==> src/rtl/matmul_seq_ctrl.sv <==
// matmul_seq_ctrl: sequencer streaming A/B operand reads, MAC and C writes for an NxN matmul
// Ports: clk/rstn (sync active-low), start -> busy/done handshake,
//        addr_a/addr_b/nce_ab read port to MEM A/B with dout_a/dout_b one cycle later,
//        addr_c/din_c/nwrt_c/nce_c write port to MEM C.
module matmul_seq_ctrl #(
    parameter int N_LOG2 = 6,
    parameter int DW     = 8,
    parameter int ACC_W  = 2*DW+N_LOG2,
    parameter int AW     = 2*N_LOG2
) (
    input  logic             clk,
    input  logic             rstn,
    input  logic             start,
    output logic             busy,
    output logic             done,
    output logic [AW-1:0]    addr_a,
    output logic [AW-1:0]    addr_b,
    output logic             nce_ab,
    input  logic [DW-1:0]    dout_a,
    input  logic [DW-1:0]    dout_b,
    output logic [AW-1:0]    addr_c,
    output logic [ACC_W-1:0] din_c,
    output logic             nwrt_c,
    output logic             nce_c
);
    localparam int NW = 3*N_LOG2;
    typedef enum logic [1:0] {IDLE, RUN, FLUSH, DONE} state_t;
    state_t state, state_nx;
    logic [NW-1:0] n;
    logic [N_LOG2-1:0] i, j, k, k1;
    logic [AW-1:0] ij1;
    logic [2*DW-1:0] p;
    logic [ACC_W-1:0] acc;
    logic fl, v1;
    assign {i, j, k} = n;
    assign addr_a = {i, k};
    assign addr_b = {k, j};
    assign p = dout_a * dout_b;
    assign din_c = acc;
    assign nce_c = nwrt_c;
    always_comb begin
        state_nx = state;
        unique case (state)
            IDLE:  state_nx = start ? RUN : IDLE;
            RUN:   state_nx = &n ? FLUSH : RUN;
            FLUSH: state_nx = fl ? DONE : FLUSH;
            DONE:  state_nx = IDLE;
        endcase
    end
    always_ff @(posedge clk) begin
        if (!rstn) begin
            state  <= IDLE;
            n      <= '0;
            fl     <= 1'b0;
            busy   <= 1'b0;
            done   <= 1'b0;
            nce_ab <= 1'b1;
            v1     <= 1'b0;
            k1     <= '0;
            ij1    <= '0;
            acc    <= '0;
            nwrt_c <= 1'b1;
            addr_c <= '0;
        end else begin
            state  <= state_nx;
            n      <= (state == RUN) ? n + 1'b1 : '0;
            fl     <= (state == FLUSH) ? ~fl : 1'b0;
            busy   <= state_nx != IDLE;
            done   <= state_nx == DONE;
            nce_ab <= state_nx != RUN;
            // stage 1: k and {i,j} travel alongside the read data
            v1     <= state == RUN;
            k1     <= k;
            ij1    <= {i, j};
            if (v1)
                acc <= (k1 == '0) ? ACC_W'(p) : acc + ACC_W'(p);
            // stage 2: the write sees the finished sum while acc reloads for the next element
            nwrt_c <= !(v1 && &k1);
            if (v1 && &k1)
                addr_c <= ij1;
        end
    end
endmodule
==> config.mk <==
export PLATFORM = sky130hd
export DESIGN_NAME = matmul_seq_ctrl
export DESIGN_NICKNAME = d
export VERILOG_FILES = /design/src/rtl/matmul_seq_ctrl.sv
export SDC_FILE = /design/constraint.sdc
export NUM_CORES = 1
export LEC_CHECK = 0
export ABC_AREA = 1
export CAP_MARGIN = 20
export CORE_MARGIN = 3
export CORE_UTILIZATION = 30
export DETAILED_ROUTE_END_ITERATION = 10
export GPL_TIMING_DRIVEN = 0
export PLACE_DENSITY = 0.52
export REMOVE_ABC_BUFFERS = 1
export SLEW_MARGIN = 15
export SYNTH_ARGS = -nofsm -noshare
export SYNTH_HDL_FRONTEND = slang
export SYNTH_SLANG_ARGS = --single-unit
==> constraint.sdc <==
create_clock -name clk -period 12.2 [get_ports clk]
set_input_delay 1.83 -clock clk [delete_from_list [all_inputs] [get_ports clk]]
set_output_delay 1.83 -clock clk [all_outputs]
set_load 0.01 [all_outputs]
# Yosys cells after proc, flatten, opt, wreduce, memory -nomap -nowiden
# Index checks and enable logic that the tools add are counted.
# Widths: inputs -> output; s select.
[totals]
output_inout_bits = 63
wordCells = 35
inputBits = 19
ff_bits = 78
[op_classes]
n_mux = 5
bitwise = 1
mul = 1
reduce_logical = 9
n_eq_ne = 5
addsub = 2
[op_table]
columns = ["cell", "n"]
rows = [
  ["$add 22x16->22", 1],
  ["$mux 22", 1],
  ["$add 18x1->18 const B", 1],
  ["$reduce_and 18->1", 1],
  ["$mul 8x8->16", 1],
  ["$pmux 2 s4", 1],
  ["$eq 2x2->1 const B", 3],
  ["$logic_not 6->1", 1],
  ["$reduce_and 6->1", 1],
  ["$reduce_and 2->1", 2],
  ["$eq 2x1->1 const B", 1],
  ["$logic_not 2->1", 1],
  ["$mux 1", 2],
  ["$mux 2", 1],
  ["$ne 2x1->1 const B", 1],
  ["$reduce_bool 2->1", 1],
  ["$logic_and 1x1->1", 1],
  ["$logic_not 1->1", 1],
  ["$not 1->1", 1],
]

# Logic depth before layout (Yosys ltp)
[logic_depth]
depth_word = 4
depth_mapped = 32
ltp_nobuf = 31

# Worst setup path after synthesis
# OpenSTA, ideal clock, no wires.
[synth_timing]
path_kind = "in2reg"
startpoint = "input port dout_a[0]"
endpoint = "register acc[15] (netlist: din_c[15])"
arrival_time_ns = 6.405
setup_slack_ns = 5.678
n_path_buf = 1
setup_ns = 0.117
required_ns = 12.083
path_stages = 27
path_cell_list = "clkbuf_1 nand2_1 fa_1 fa_1 inv_1 fa_1 inv_1 fa_1 inv_1 ha_1 nand2_1 nand2_1 nand2_1 nand2_1 nand2_1 nand4_1 and2_1 ha_1 nand2_1 nor2_1 inv_1 nor3_1 nand2_1 a21oi_1 nor2_1 nor2_1 nor2_1"
[synth_via]
elab_chain_cells = 3
[synth_lines]
columns = ["element", "line_no", "rtl"]
rows = [
  ["start: declaration", "19", "input logic [DW-1:0] dout_a,"],
  ["$mul 8x8->16 (*)", "38", "assign p = dout_a * dout_b;"],
  ["$add 22x16->22", "76", "acc <= (k1 == '0) ? ACC_W'(p) : acc + ACC_W'(p);"],
  ["$mux 22 (*)", "76", ""],
  ["end signal: assignment", "76", ""],
  ["end: declaration", "33", "logic [ACC_W-1:0] acc;"],
]
# Every way passes the cells marked *; elsewhere a longest branch is shown, timed or not.
# A chain may end at the register's enable or synchronous reset.

# Worst setup path in the final report
[layout_timing]
startpoint = "input port dout_a[0]"
endpoint = "register acc[19] (netlist: din_c[19])"
[layout_via]
elab_chain_cells = 3
[layout_lines]
columns = ["element", "line_no"]
rows = [
  ["$mul 8x8->16", "38"],
  ["$add 22x16->22", "76"],
  ["$mux 22", "76"],
]
# Every way passes these cells.

==> metrics <==
largest cells by area after synthesis dfxtp_1 23%, nand2_1 16%, inv_1 13%; metal2 WL 7.73 mm; P per Cell Area 155 mW/mm^2; Port Buffer Count 81; first-pass GRT wire length 28.4 mm; DP HPWL 13.3 mm; Worst Hold Class reg2reg; setup violators final 0; CTS max path bufs 2; WL per Instance 12.3 microns; Fillers 2,344; Final Hold Vio Count 0; RSZ-0062 raised after global routing no; Die Width 155 microns; hold wc startpoint fl; clock power share 0.218; Post-Layout Cell Count 1,358; total die area 0.0240 sq mm; Core ar. 0.0214 sq mm; Peak supply drop 0.0000915 V; Seq/Total Area, Yosys 0.235; setup slack after layout 5.07 ns; Yosys top cell by area dfxtp_1; leakage 4.29 nW; drt pass-1 iters 5; ys async rst share 0; Vert. Die Dim 155 microns; origin of the worst setup path dout_a[0]; Placed Cells 1,342; most frequent cell after synthesis nand2_1; antenna violations before repair 0; cts bufs inserted 9; Worst setup EP type flip-flop; Tcrit/Tclk final 0.584; Fmax 140 MHz; Mapped Cells 1,021; DR top layer met4; Layout area overhead 19.7%; Setup Skew 0.0107 ns; CP max FO 8; worst skew pair latency 0.34 ns; Crit Reg-Reg Startpoint v1; Post-Place Setup Slack 4.68 ns; Tot GR Track Use 0.143; CP required 12.39 ns; ys flop type dfxtp_1; outcome finished, final reports clean; drt initial violations 287; YS warnings 0; final WL 16.6 mm; post-CTS setup buffers 0; Overflow after GRT 0; Hold WS 0.419 ns; max_cap viols 0; post-route cell area 0.00796 sq mm; # hold bufs at CTS 0; CTS tree yes; Via-to-Cell Ratio 4.42; max-slew violation count 0; DRC 0; crit path launch type input pin; n_diodes 0; Met1 Wirelength 8.18 mm; maximum number of pins on one net before global-route repair 43; flops & latches, synth 78; vias in the first global route 5,925; post_cts resized 0; crit path time final 7.13 ns; H-tree depth 3; fraction of layout cells with a size suffix above 1 0.0351; switching power 0.000584 W; via count 5,998; Total Nets Final 1,189; post-route ant nets 0; met3 WL post-DR 470 microns; Syn Area/Cell 6.51 sq um; # IOs 82; Worst Tran Pin Value 0.735 ns; final setup TNS 0 ns; share of power burned in registers 0.216; Placed Instance Area 0.00766 sq mm; EDFF count, synth 0; type of the worst setup path in2reg; Initial Util 0.310; RD Place Congestion 0.847; clock tree sinks 78; Logic pwr share 0.566; Worst EP arrival 7.32 ns; Clock Tree Root clkbuf_16; top-area cell type share of the netlist area 0.235; Internal 0.000651 W; Synth cell types 32; commonest cells in the netlist 286 x nand2_1, 237 x inv_1, 78 x dfxtp_1; Cell Rows 53; Net Sw Frac 0.473; Synth Cell Area 0.00665 sq mm; clock slew at reported path FFs 0.07 ns; Slew headroom 0.509
## final cells by class
type | instances | area (sq um) | area share
Multi-Input combinational cell | 667 | 4020 | 0.504
Sequential cell | 78 | 1560 | 0.196
Inverter | 239 | 897 | 0.113
Timing Repair Buffer | 83 | 841 | 0.106
Tap cell | 275 | 344 | 0.0432
Clock buffer | 9 | 225 | 0.0283
Clock inverter | 7 | 75.1 | 0.00943
## stage by stage
step,power [W],utilization
3_3_place_gp,0.000968,0.356
5_1_grt,0.00137,0.372
4_1_cts,0.00124,0.372
3_5_place_dp,0.000967,0.358
2_1_floorplan,0.000786,-
6_report,0.00123,0.372
## worst max-delay path, stage by stage
cell and delay (ns):
clkdlybuf4s50_1 0.66, nand2_1 0.13, fa_1 0.52, fa_1 0.54, inv_1 0.05, fa_1 0.54
inv_1 0.06, fa_1 0.53, inv_1 0.04, ha_1 0.36, nand2_1 0.10, nand2_1 0.08
nand2_1 0.11, nand2_1 0.06, nand2_1 0.10, nand4_1 0.12, and2_1 0.20, ha_1 0.37
nand2_1 0.16, nor2_1 0.16, inv_1 0.07, nor2_1 0.12, nand4_1 0.09, nand3_1 0.15
nand2_1 0.07, nand2_1 0.05, a21oi_1 0.06
## placed cells by master, fill, tap and decap left out, drive strengths merged, types with 2 or more instances in the layout
| cell type | n |
|---|---|
| o211ai | 3 |
| nand3b | 6 |
| xnor2 | 3 |
| dfxtp | 78 |
| ha | 55 |
| nor2 | 83 |
| clkbuf | 9 |
| fa | 37 |
| nand3 | 57 |
| inv | 243 |
| and2 | 7 |
| nor3 | 11 |
| a21oi | 46 |
| o21ai | 39 |
| xor2 | 8 |
| clkinv | 2 |
| clkdlybuf4s50 | 80 |
| nand2 | 292 |
| nand4 | 11 |
| nor4 | 2 |
| buf | 3 |
| a31oi | 4 |
## path summary, 6_finish.rpt
path,slack [ns],cells past startpoint,endpoint
max,5.07,27,din_c[19]
min,0.42,1,fl
max reg2reg,9.75,7,addr_c[0]
min reg2reg,0.42,1,fl
## metal layers
| metal | GRT usage | vias to the layer above |
|---|---|---|
| li1 | - | 3199 |
| met4 | 0.0286 | 0 |
| met1 | 0.191 | 2694 |
| met5 | 0 | - |
| met3 | 0.0236 | 14 |
| met2 | 0.244 | 91 |
## sequential cells by signal, summed over array words and instances, names as in the netlist, 2 cells and up
signal and flops:
n 18, state 2, ij1 12, din_c 22, k1 6, addr_c 12
## power by group through the flow
| stage | registers, W | logic [W] | clock network [W] |
|---|---|---|---|
| CTS | 0.000267 | 0.000700 | 0.000277 |
| global route | 0.000268 | 0.000813 | 0.000288 |
| finish | 0.000267 | 0.000699 | 0.000269 |
| global placement | 0.000274 | 0.000694 | 0 |
| floorplan | 0.000274 | 0.000512 | 0 |
| detailed placement | 0.000273 | 0.000694 | 0 |
## logic make-up after synthesis
family,after synthesis,synth area share
adders and majority gates,92,0.215
AOI/OAI and AO/OA,93,0.0728
xor gates and xnor gates,11,0.0145
muxes,1,0.00169
DFF,78,0.235
buffers and inverters,276,0.161
and+or+nand+nor,470,0.300
No activity file was read; power rests on OpenSTA's default activity.
